### config.mk
export PLATFORM = sky130hd
export DESIGN_NAME = mport_arbiter
export DESIGN_NICKNAME = d
export VERILOG_FILES = /design/src/rtl/mport_arbiter.sv
export SDC_FILE = /design/constraint.sdc
export NUM_CORES = 1
export LEC_CHECK = 0
export BUFFER_PORTS_ARGS = -buffer_cell sky130_fd_sc_hd__clkbuf_2
export CAP_MARGIN = 20
export CORE_AREA = 2 2 177 179
export CTS_CLUSTER_SIZE = 30
export DETAILED_ROUTE_END_ITERATION = 10
export DIE_AREA = 0 0 179 181
export HOLD_SLACK_MARGIN = 0.15
export PLACE_DENSITY = 0.49
export SLEW_MARGIN = 25
export SYNTH_ARGS = -nofsm -noshare
export SYNTH_HDL_FRONTEND = slang
export SYNTH_SLANG_ARGS = --single-unit
### constraint.sdc
create_clock -name clk -period 8 [get_ports clk]
set_clock_uncertainty 0.1 [all_clocks]
set_input_delay 0.4 -clock clk [delete_from_list [all_inputs] [get_ports clk]]
set_output_delay 0.4 -clock clk [all_outputs]
set_load 0.05 [all_outputs]
### src/rtl/mport_arbiter.sv
`default_nettype none
// ============================================================================
// Module      : mport_arbiter
// Description : Round-robin multi-port arbiter routing single-word accesses to
//               an on-chip RAM or an external handshaked memory.
// Revision    : 1.0 - initial release
// ============================================================================
module mport_arbiter #(
    parameter int NUM_PORTS    = 4,
    parameter int DATA_W       = 32,
    parameter int ADDR_W       = 24,
    parameter int ONCHIP_WORDS = 8192,
    parameter int TIMEOUT      = 1023
) (
    input  logic                          clk,
    input  logic                          rst,
    input  logic [NUM_PORTS-1:0]          p_w_en,
    input  logic [NUM_PORTS-1:0]          p_r_en,
    input  logic [NUM_PORTS*ADDR_W-1:0]   p_addr,
    input  logic [NUM_PORTS*DATA_W-1:0]   p_data_store,
    output logic [DATA_W-1:0]             p_data_read,
    output logic [NUM_PORTS-1:0]          p_done,
    output logic [NUM_PORTS-1:0]          p_err,
    output logic                          oc_w_en,
    output logic [ADDR_W-1:0]             oc_addr,
    output logic [DATA_W-1:0]             oc_data_store,
    input  logic [DATA_W-1:0]             oc_data_load,
    output logic                          mem_w_en,
    output logic                          mem_r_en,
    output logic [ADDR_W-1:0]             mem_addr,
    output logic [DATA_W-1:0]             mem_data_store,
    input  logic                          mem_ready,
    input  logic                          mem_done,
    input  logic [DATA_W-1:0]             mem_data_read
);

    localparam int c_IW = $clog2(NUM_PORTS);
    localparam int c_CW = $clog2(TIMEOUT + 1);

    localparam logic [2:0] c_S_IDLE      = 3'd0;
    localparam logic [2:0] c_S_OC_ACCESS = 3'd1;
    localparam logic [2:0] c_S_MEM_ISSUE = 3'd2;
    localparam logic [2:0] c_S_MEM_WAIT  = 3'd3;
    localparam logic [2:0] c_S_RESPOND   = 3'd4;

    localparam logic [c_IW-1:0] c_LAST_RST = c_IW'(NUM_PORTS - 1);
    localparam logic [c_CW-1:0] c_TMO_LAST = c_CW'(TIMEOUT - 1);

    logic [2:0]        r_state;
    logic [2:0]        w_next;
    logic [c_IW-1:0]   r_last;
    logic [c_IW-1:0]   r_port;
    logic              r_wr;
    logic              r_oc;
    logic              r_err;
    logic [ADDR_W-1:0] r_addr;
    logic [DATA_W-1:0] r_wdata;
    logic [DATA_W-1:0] r_rdata;
    logic [c_CW-1:0]   r_cnt;

    logic [NUM_PORTS-1:0] w_req;
    logic                 w_any;
    logic [c_IW-1:0]      w_pick;
    logic [ADDR_W-1:0]    w_pick_addr;
    logic                 w_pick_oc;
    logic                 w_tmo;

    logic [ADDR_W-1:0] w_addr_arr [NUM_PORTS];
    logic [DATA_W-1:0] w_data_arr [NUM_PORTS];

    generate
        for (genvar g = 0; g < NUM_PORTS; g++) begin : g_unpack
            assign w_addr_arr[g] = p_addr[g*ADDR_W +: ADDR_W];
            assign w_data_arr[g] = p_data_store[g*DATA_W +: DATA_W];
        end
    endgenerate

    // Search begins one past the previous winner so every requester is reached
    // within NUM_PORTS grants.
    function automatic logic [c_IW-1:0] rr_pick(input logic [NUM_PORTS-1:0] req,
                                                 input logic [c_IW-1:0]      last);
        logic [c_IW-1:0] idx;
        logic [c_IW-1:0] pick;
        logic            found;
        idx   = last;
        pick  = last;
        found = 1'b0;
        for (int i = 0; i < NUM_PORTS; i++) begin
            idx = (idx == c_LAST_RST) ? '0 : idx + c_IW'(1);
            if (!found && req[idx]) begin
                pick  = idx;
                found = 1'b1;
            end
        end
        return pick;
    endfunction

    assign w_req       = p_w_en | p_r_en;
    assign w_any       = |w_req;
    assign w_pick      = rr_pick(w_req, r_last);
    assign w_pick_addr = w_addr_arr[w_pick];
    assign w_pick_oc   = (64'(w_pick_addr) < 64'(ONCHIP_WORDS));
    assign w_tmo       = (r_cnt == c_TMO_LAST);

    always_ff @(posedge clk or posedge rst) begin
        if (rst) begin
            r_state <= c_S_IDLE;
        end else begin
            r_state <= w_next;
        end
    end

    always_comb begin
        w_next = r_state;
        case (r_state)
            c_S_IDLE: begin
                if (w_any) begin
                    w_next = w_pick_oc ? c_S_OC_ACCESS : c_S_MEM_ISSUE;
                end
            end
            c_S_OC_ACCESS: w_next = c_S_RESPOND;
            c_S_MEM_ISSUE: begin
                // mem_done is not looked at here, even alongside mem_ready
                if (w_tmo) begin
                    w_next = c_S_RESPOND;
                end else if (mem_ready) begin
                    w_next = c_S_MEM_WAIT;
                end
            end
            c_S_MEM_WAIT: begin
                if (mem_done || w_tmo) begin
                    w_next = c_S_RESPOND;
                end
            end
            c_S_RESPOND: w_next = c_S_IDLE;
            default:     w_next = c_S_IDLE;
        endcase
    end

    always_ff @(posedge clk or posedge rst) begin
        if (rst) begin
            r_last  <= c_LAST_RST;
            r_port  <= '0;
            r_wr    <= 1'b0;
            r_oc    <= 1'b0;
            r_err   <= 1'b0;
            r_addr  <= '0;
            r_wdata <= '0;
            r_rdata <= '0;
            r_cnt   <= '0;
        end else begin
            case (r_state)
                c_S_IDLE: begin
                    r_cnt   <= '0;
                    r_err   <= 1'b0;
                    r_rdata <= '0;
                    if (w_any) begin
                        r_port  <= w_pick;
                        r_wr    <= p_w_en[w_pick];
                        r_oc    <= w_pick_oc;
                        r_addr  <= w_pick_addr;
                        r_wdata <= w_data_arr[w_pick];
                    end
                end
                c_S_MEM_ISSUE, c_S_MEM_WAIT: begin
                    r_cnt <= r_cnt + c_CW'(1);
                    // A real completion beats a timeout landing on the same cycle
                    if ((r_state == c_S_MEM_WAIT) && mem_done) begin
                        r_rdata <= mem_data_read;
                    end else if (w_tmo) begin
                        r_err   <= 1'b1;
                        r_rdata <= '0;
                    end
                end
                c_S_RESPOND: r_last <= r_port;
                default: ;
            endcase
        end
    end

    always_comb begin
        p_done         = '0;
        p_err          = '0;
        p_data_read    = '0;
        oc_w_en        = 1'b0;
        oc_addr        = '0;
        oc_data_store  = '0;
        mem_w_en       = 1'b0;
        mem_r_en       = 1'b0;
        mem_addr       = '0;
        mem_data_store = '0;
        case (r_state)
            c_S_OC_ACCESS: begin
                oc_w_en       = r_wr;
                oc_addr       = r_addr;
                oc_data_store = r_wdata;
            end
            c_S_MEM_ISSUE: begin
                mem_w_en       = r_wr;
                mem_r_en       = !r_wr;
                mem_addr       = r_addr;
                mem_data_store = r_wdata;
            end
            c_S_RESPOND: begin
                p_done[r_port] = 1'b1;
                p_err[r_port]  = r_err;
                // The on-chip RAM output is valid exactly in this cycle
                if (!r_wr && !r_err) begin
                    p_data_read = r_oc ? oc_data_load : r_rdata;
                end
            end
            default: ;
        endcase
    end

endmodule
`default_nettype wire

# Word level (Yosys, flattened, before mapping)
# Cells that the tools add are included.
[classes]
n_reduce_logical = 20
n_eq_ne = 15
order_cmp = 9
add_sub_neg = 5
bitwise_logic = 3
muxes = 54
[ops]
columns = ["cell", "n"]
rows = [
  ["$mux W32", 9],
  ["$mux W24", 4],
  ["$bmux W32 S2", 1],
  ["$pmux W32 S2", 1],
  ["$bmux W24 S2", 1],
  ["$lt A24 B14 Y1 const B", 1],
  ["$pmux W10 S2", 1],
  ["$lt A2 B3 Y1 const B", 6],
  ["$mux W2", 9],
  ["$mux W1", 14],
  ["$mux W3", 4],
  ["$pmux W3 S4", 1],
  ["$add A10 B1 Y10 const B", 1],
  ["$bmux W1 S2", 5],
  ["$eq A10 B10 Y1 const B", 1],
  ["$add A2 B1 Y2 const B", 4],
  ["$eq A2 B2 Y1 const B", 4],
  ["$mux W4", 2],
  ["$ne A2 B2 Y1 const B", 4],
  ["$eq A3 B2 Y1 const B", 2],
  ["$logic_and A1 B1 Y1", 6],
  ["$ne A3 B3 Y1 const B", 2],
  ["$reduce_and A3 Y1", 2],
  ["$logic_not A1 Y1", 5],
  ["other kinds (15)", 16],
]
[totals]
reg_bits = 108
out_inout_bits = 155
elab_cells = 116
in_bits = 300

# Longest topological paths before layout
# Gate-level depths: netlist (run 1).
[logic_depth]
depth_word = 22
ltp_mapped = 11
ltp_nobuf = 9

# Worst setup path before layout (run 1)
# No wires, ideal clock.
[synth_timing]
kind = "flip-flop to flip-flop"
start = "reg r_last[0]"
end = "reg r_state[1]"
required_time_ns = 7.766
arrival_time_ns = 2.584
synth_period_minus_slack_ns = 2.818
path_slack_ns = 5.182
setup_ns = 0.134
path_buffers = 1
path_stages_with_launch = 11
path_cell_list = "dfstp_2 > ha_1 > inv_2 > and4_4 > nor3_1 > o21ai_2 > buf_6 > mux4_2 > nor4_1 > and4_1 > o21ai_1"
[synth_via]
elab_chain_cells = 22
word_cells_on_any_way = 41
cone_classes = "add/sub: 4; order compare: 1; eq/ne: 4; mux: 25; bitwise: 1; reduce/logical: 6"
[synth_lines]
columns = ["item", "line", "rtl"]
rows = [
  ["start, declared", "51", "logic [c_IW-1:0] r_last;"],
  ["start signal, assigned", "142", "r_last <= c_LAST_RST;"],
  ["start signal, assigned", "175", "c_S_RESPOND: r_last <= r_port;"],
  ["parallel branches: the longest is 13 deep, another holds $add A2 B1 Y2", "n/a", ""],
  ["$mux W2 *", "90", "if (!found && req[idx]) begin"],
  ["$not A2 Y3 (implied by the code) *", "101", "assign w_pick_addr = w_addr_arr[w_pick];"],
  ["$bmux W24 S2 *", "101", ""],
  ["$mux W24 (implied by the code) * (2 in a row)", "101", ""],
  ["$lt A24 B14 Y1 *", "102", "assign w_pick_oc = (64'(w_pick_addr) < 64'(ONCHIP_WORDS));"],
  ["$mux W2 *", "118", "w_next = w_pick_oc ? c_S_OC_ACCESS : c_S_MEM_ISSUE;"],
  ["$mux W3 *", "117", "if (w_any) begin"],
  ["$pmux W3 S4 *", "115", "case (r_state)"],
  ["end signal, assigned", "107", "r_state <= c_S_IDLE;"],
  ["end signal, assigned", "109", "r_state <= w_next;"],
  ["end, declared", "49", "logic [2:0] r_state;"],
]
# Mark *: on every way between the ends. The select of a mux whose other input is x is not followed.
# A chain may end at the register's enable or synchronous reset.

# Worst setup path in the final report (run 1)
[layout_timing]
start = "reg r_last[0]"
end = "reg r_wdata[16]"
[layout_via]
elab_chain_cells = 18
word_cells_on_any_way = 37
cone_classes = "add/sub: 4; eq/ne: 4; mux: 22; bitwise: 1; reduce/logical: 6"
[layout_lines]
columns = ["item", "line", "rtl"]
rows = [
  ["parallel branches: the longest is 13 deep, another holds $add A2 B1 Y2", "n/a", ""],
  ["$mux W2 *", "90", ""],
  ["$not A2 Y3 (implied by the code) *", "162", "r_wdata <= w_data_arr[w_pick];"],
  ["$bmux W32 S2 *", "162", ""],
  ["$mux W32 (implied by the code) * (2 in a row)", "162", ""],
  ["end signal, assigned", "162", ""],
  ["end, declared", "57", "logic [DATA_W-1:0] r_wdata;"],
]
# Marks and branches as above.

==> out/summary.txt, run 1 <==
Top-count cell post-synth -> and2_1
Final setup TNS -> 0 ns
Drt via density -> 4.52
GRT Total Usage -> 17.4%
Synth Cell Area -> 0.00738 mm²
Synth Area in Simple Gates -> 20.9%
Adder-cell share of the synthesized area -> 0.797%
Post-synth EDFFs -> 0
Multi-input logic area -> 0.00438 mm²
Stages on the worst setup path -> 10
Syn Nets -> 1,112
Max-cap viol count -> 0
Worst Path Arrival -> 4.09 ns
Minimum clock period -> 3.97 ns
Top cell type by total area after synthesis -> dfrtp_1
Top Ports -> 455
Main synth FF type -> dfrtp_1
H-tree depth -> 3
DR iter-0 viols -> 266
DRT met1 WL -> 11.8 mm
Power Total -> 4420 µW
Clk network pwr share -> 9.8%
Die Span Y -> 181 µm
Die area -> 0.0324 mm²
Share of the yosys chip area belonging to registers -> 36.7%
Register-to-register setup slack -> 4.03 ns
Grt total ovfl -> 0
Tightest Pin Transition -> 0.946 ns
Dpl cells -> 1,605
Synth warn -> 0
Synth Area in XOR/XNOR -> 0.119%
Type of the worst min-delay path -> input port to flop
Crit share post-route -> 49.7%
Fin area -> 0.0103 mm²
Worst path max stage delay -> 0.79 ns
Largest family of logic cells by synthesized area -> multiplexers
Clk buf depth -> 2
Worst skew pair latency -> 0.35 ns
Largest net degree at the start of global routing -> 110
Row count -> 64
Comb power frac -> 66.7%
Ys async rst share -> 100%
Area grow syn2layout -> 39.9%
Mux cell area share after synthesis -> 23.0%
Mapped Avg Cell Area -> 9.12 µm²
Net Switching -> 2360 µW
Worst reg2reg endpoint -> r_wdata[16]
Worst slack at placement -> 3.93 ns
Share of cells above drive strength 1 -> 42.3%
Metal2 WL -> 14.4 mm
Req. time, crit path -> 8.12 ns
CP Launch Point -> r_last[0]
CP Buf/Inv Count -> 2
# nets final -> 1,528
Part of the power in registers -> 23.5%
Cell family with most CP delay -> buffers and inverters
Post-synth top cells -> 116 x and2_1, 114 x nand2_1, 106 x dfrtp_1, 93 x o21ai_1, 79 x mux2i_1
Slew HR -> 36.9%
Slowest CP cell -> buf_4
Yosys reg bits -> 108
Post-synthesis compound-gate area fraction -> 13.8%
Reg clk slew, reported paths -> 0.08 ns
Dpl cell area -> 0.00997 mm²
Power Internal -> 2070 µW
Switch share -> 53.3%
Crit-path cells -> ha_1 -> nor2_1 -> nor3_1 -> o311a_1 -> o31ai_4 -> buf_4 -> buf_4 -> mux2_1 -> o21ai_1 -> o21ai_1
Worst IR Drop VDD -> 370 µV
Final setup fails -> 0
Routed WL -> 28.9 mm
CTS Root Buffer Type -> clkbuf_16
Final WS setup -> 4.03 ns
Fin. max-slew vios -> 0
CP Class -> flop to flop
Leakage power -> 0.00529 µW
Hpwl dp -> 23.0 mm
Reg2reg path depth -> 10
CTS Buf Count -> 9
Synth cell types -> 50
First-pass GRT wire length -> 42.7 mm
CTS resizes -> 0
Postcts setup bufs -> 0
CP Max Fanout -> 58
# fillers -> 3,224
Die X-Extent -> 179 µm
Highest metal used -> met5
Initial core utilization -> 24.3%
Synth area leaders -> dfrtp_1 36%, mux2i_1 11%, and2_1 9.8%, mux2_1 6.6%, o21ai_1 6.3%
Cell count after synthesis -> 809
Remaining antenna violation count -> 0
Wire length per cell -> 17.7 µm
Core ar. -> 0.0303 mm²
Share of the synthesized area in the top cell type -> 36.0%
Critical Path End -> r_wdata[16]
Startpoint types -> flop
Crit path capture type -> flop
Number of antenna violations at the first check in global routing -> 5
Unrepaired setup endpoints after global routing -> no
TritonRoute pass-1 iters -> 4
GPL Wtd Cong -> 0.853
Finished Layout Cells -> 1,630
Number of global-route vias before repair -> 7,164
Maximum clock rate -> 252 MHz
IO buf count -> 454
RR Startpoint -> r_last[0]
TritonCTS clock tree -> built
Via count -> 7,366
Fin. Hold Viols -> 0
Status -> complete, no violations
Clk sinks -> 108
DRC -> 0
Reg area -> 0.00271 mm²
PD cells -> 429 mW/mm²
Met3 WL -> 2.16 mm
flip-flops by register name (all words and copies together) (netlist names):
register,count
r_addr,24
r_cnt,10
r_err,1
r_last,2
r_oc,1
r_port,2
r_rdata,32
r_state,3
r_wdata,32
r_wr,1
layer usage:
metal,vias to the layer above,track usage [%]
met3,26,4.10
met4,2,4.46
met5,-,0
met2,286,30.8
li1,3649,-
met1,3403,21.0
final cells by class:
type / instances / share of cell area, %
clock buffer: 11 / 2.25
antenna: 4 / 0.0970
clock inverter: 5 / 0.352
timing repair buffer: 469 / 23.6
inverter: 5 / 0.206
multi-input combinational: 632 / 42.4
tap: 396 / 4.80
sequential: 108 / 26.2
cell families after synthesis:
kind of cell | count (synthesis)
muxes | 148
buffers and inverters | 69
AOI/OAI and AO/OA | 165
adders and majority gates | 5
and+or+nand+nor | 313
DFF | 108
xor gates and xnor gates | 1
per-stage QoR:
step / hold slack (ns) / util, %
2_1_floorplan: 0.352 / -
3_3_place_gp: 0.382 / 32.7
3_5_place_dp: 0.383 / 32.9
4_1_cts: 0.152 / 33.9
5_1_grt: 0.160 / 34.0
6_report: 0.165 / 34.0
worst min-delay path by stage:
stage	start	end	slack [ns]	depth (start not counted)
finish	mem_data_read[1]	r_rdata[1]	0.17	2
global route	mem_data_read[2]	r_rdata[2]	0.16	2
CTS	mem_data_read[9]	r_rdata[9]	0.15	2
detailed placement	r_cnt[9]	r_cnt[9]	0.38	1
global placement	r_cnt[9]	r_cnt[9]	0.38	1
floorplan	r_cnt[8]	r_cnt[8]	0.35	1
cell usage in the layout, fill, tap and decap left out, types with 3 or more instances in the layout:
master	count
mux2i_1	79
buf_4	8
o31ai_1	4
nor2_1	51
o21ai_0	17
ha_1	3
nand2_1	114
a22o_1	32
diode_2	4
mux4_2	9
inv_1	3
mux2_1	43
o21ai_1	93
and2_1	116
nand3_1	4
dfrtp_1	105
dlygate4sd3_1	4
nor3_1	6
nand4_1	5
mux2_2	15
clkbuf_2	454
clkbuf_16	9
a21oi_1	4
nor4_1	3
worst reg2reg max path, stage by stage, from the launching register on:
cell	delay [ns]
dfstp_2	0.40
ha_1	0.24
nor2_1	0.34
nor3_1	0.09
o311a_1	0.37
o31ai_4	0.24
buf_4	0.57
buf_4	0.86
mux2_1	0.44
o21ai_1	0.14
o21ai_1	0.07
power by group through the flow:
stage                     registers, µW  clock network, µW  logic [µW]
after detailed placement           1050                  0        2980
after CTS                          1040                461        2990
after global routing               1080                484        3220
after floorplan                     927                  0        2430
final                              1040                435        2950
after global placement             1050                  0        2940
what timing repair did:
| item | 4_1_cts | 5_1_grt |
|---|---|---|
| endpoints found under the hold margin | 43 | 0 |
| endpoints found under the setup margin | 0 | 0 |
| hold buffers | 4 | 0 |
No activity file was read; power rests on OpenSTA's default activity.
==> run 2: changes to the inputs <==
--- a/config.mk
+++ b/config.mk
@@ -12,7 +12,7 @@
 export DETAILED_ROUTE_END_ITERATION = 10
 export DIE_AREA = 0 0 179 181
 export HOLD_SLACK_MARGIN = 0.15
-export PLACE_DENSITY = 0.49
+export PLACE_DENSITY = 0.51
 export SLEW_MARGIN = 25
 export SYNTH_ARGS = -nofsm -noshare
 export SYNTH_HDL_FRONTEND = slang
==> constraint.sdc (replaced) <==
create_clock -name clk -period 3.3 [get_ports clk]
set_clock_uncertainty 0.1 [all_clocks]
set_input_delay 0.165 -clock clk [delete_from_list [all_inputs] [get_ports clk]]
set_output_delay 0.165 -clock clk [all_outputs]
set_load 0.05 [all_outputs]
==> run 2 against run 1 <==
- core utilization up 7.5 points
- worst hold slack worse by 0.012 ns
- power rose to 2.6 times the previous value
- sequential power up 140%
- setup slack worse by 3.9 ns
- final area up 22%
- first-iteration DRC count down 8.3%
- sequential share of layout area down 4.7 points
- register-to-register slack worse by 3.9 ns
- critical path type unchanged
- critical endpoint is now r_wdata[13]
- largest cell class is now buffers
==> out/summary.txt, run 2 (synthesized netlist as in run 1, its figures left out) <==
Req. time, crit path -> 3.44 ns
Number of antenna violations at the first check in global routing -> 2
Leakage power -> 0.00625 µW
PD cells -> 914 mW/mm²
TritonCTS clock tree -> built
Fin. max-slew vios -> 0
Met2 Use GR -> 32.7%
Drt via density -> 4.57
TritonRoute pass-1 iters -> 4
Area grow syn2layout -> 70.6%
Type of the worst min-delay path -> input port to flop
Row count -> 64
Reg clk slew, reported paths -> 0.08 ns
Max-cap viol count -> 0
Grt total ovfl -> 0
IO buf count -> 454
Maximum clock rate -> 316 MHz
Final setup fails -> 0
GRT Total Usage -> 18.5%
GPL Wtd Cong -> 0.866
Most numerous cell on the critical path -> o21ai_1
Die area -> 0.0324 mm²
Crit-path cells -> ha_1 -> nor2_2 -> nor3_1 -> o311a_1 -> o31ai_4 -> buf_4 -> mux2i_1 -> dlygate4sd3_1 -> nand2_1 -> o21ai_1 -> o21ai_1
Clk buf depth -> 2
# fillers -> 2,935
Worst IR Drop VDD -> 537 µV
Core ar. -> 0.0303 mm²
Clk sinks -> 108
Slew HR -> 50.2%
Slowest CP cell -> dlygate4sd3_1
Most common cell after layout, fill and taps aside -> clkbuf_2
CTS Root Buffer Type -> clkbuf_16
Crit share post-route -> 95.8%
Most Crowded Layer GR -> met2
First-pass GRT wire length -> 46.9 mm
Final WS setup -> 0.140 ns
Die Span Y -> 181 µm
Share of cells above drive strength 1 -> 36.9%
Status -> complete, no violations
Top flop regs -> r_rdata: 32 flops, r_wdata: 32 flops, r_addr: 24 flops
Crit path capture type -> flop
CTS Buf Count -> 9
Die X-Extent -> 179 µm
H-tree depth -> 3
Worst path max stage delay -> 0.56 ns
Worst Path Arrival -> 3.30 ns
Worst skew pair latency -> 0.35 ns
Minimum clock period -> 3.16 ns
Initial core utilization -> 24.3%
Via count -> 8,454
Tightest Pin Transition -> 0.747 ns
Unrepaired setup endpoints after global routing -> yes
Hpwl dp -> 22.6 mm
Commonest cells after routing, fill and taps aside -> 454 x clkbuf_2, 214 x dlygate4sd3_1, 116 x and2_1
Reg area -> 0.00271 mm²
DRC -> 0
Startpoint types -> flop
# nets final -> 1,749
Remaining antenna violation count -> 0
Met3 usage -> 3.24%
Fin. Hold Viols -> 0
CP Class -> flop to flop
Largest net degree at the start of global routing -> 79
Multi-input logic area -> 0.00440 mm²
CP Max Fanout -> 8
Number of global-route vias before repair -> 8,636
Met1 Use GR -> 21.9%
Top Ports -> 455
DR iter-0 viols -> 244
Worst slack at placement -> 0.0673 ns
Routed WL -> 31.1 mm
Wire length per cell -> 16.8 µm
Final setup TNS -> 0 ns
Power Total -> 11,500 µW
==> run 2: cell types whose count changed in the layout (fill, tap and decap cells not counted), moves of 2 or more <==
cell,change
buf_12,+7
buf_16,-2
buf_4,+5
clkbuf_1,-2
clkinv_4,+2
diode_2,-3
dlygate4sd3_1,+210
nor4_1,-2
==> run 2: final timing paths <==
check	slack, ns	startpoint	end	cells after the start
max	0.14	r_last[0]	r_wdata[13]	11
min	0.15	p_data_store[62]	r_wdata[30]	5
max reg2reg	0.14	r_last[0]	r_wdata[13]	11
min reg2reg	0.40	r_cnt[9]	r_cnt[9]	1
max in group asynchronous	1.94	rst	r_last[1]	4
min in group asynchronous	0.37	rst	r_rdata[7]	3
==> run 2: routing by layer <==
metal	vias to the layer above	routed length, µm
met1	3926	12800
met3	63	1930
met5	-	13
li1	4091	-
met2	372	15300
met4	2	1040
==> run 2: report_power, final <==
part	switching (µW)	internal (µW)	total, µW	leakage [µW]
Sequential	557	1960	2520	0.00137
Combinational	4900	2980	7890	0.00474
Clock	557	541	1100	0.000139
==> run 2: what timing repair did <==
action / 4_1_cts / 5_1_grt
hold buffers: 214 / 0
setup endpoints to repair: 0 / 11
hold endpoints to repair: 131 / 0
gates resized for setup: 0 / 5
setup buffers: 0 / 3
==> run 2: worst max-delay path, delay by kind of cell, from the launching register on <==
family | cells | cell delay, ns
multiplexers | 1 | 0.20
AO/OA/AOI/OAI | 4 | 0.81
AND/OR/NAND/NOR | 3 | 0.43
adder cells (fa/ha/maj) | 1 | 0.25
flip-flops | 1 | 0.40
buffers and inverters | 2 | 0.85
==> run 2: layout make-up <==
| type | count | area share [%] |
|---|---|---|
| inverters | 5 | 0.169 |
| well taps | 396 | 3.94 |
| clock buffers | 10 | 1.90 |
| repair buffers | 690 | 37.1 |
| clock inverters | 6 | 0.378 |
| multi-input cells | 632 | 34.9 |
| diodes | 1 | 0.0199 |
| flip-flops and latches | 108 | 21.5 |
==> run 2: metrics by stage <==
stage	cell area (µm²)	std cells	hold WS [ns]	utilization [%]
after floorplan	7380	809	0.205	-
after global placement	10100	1613	0.222	33.2
after CTS	12500	1843	0.150	41.3
after detailed placement	10100	1613	0.211	33.2
after global routing	12600	1848	0.177	41.5
final	12600	1848	0.153	41.5
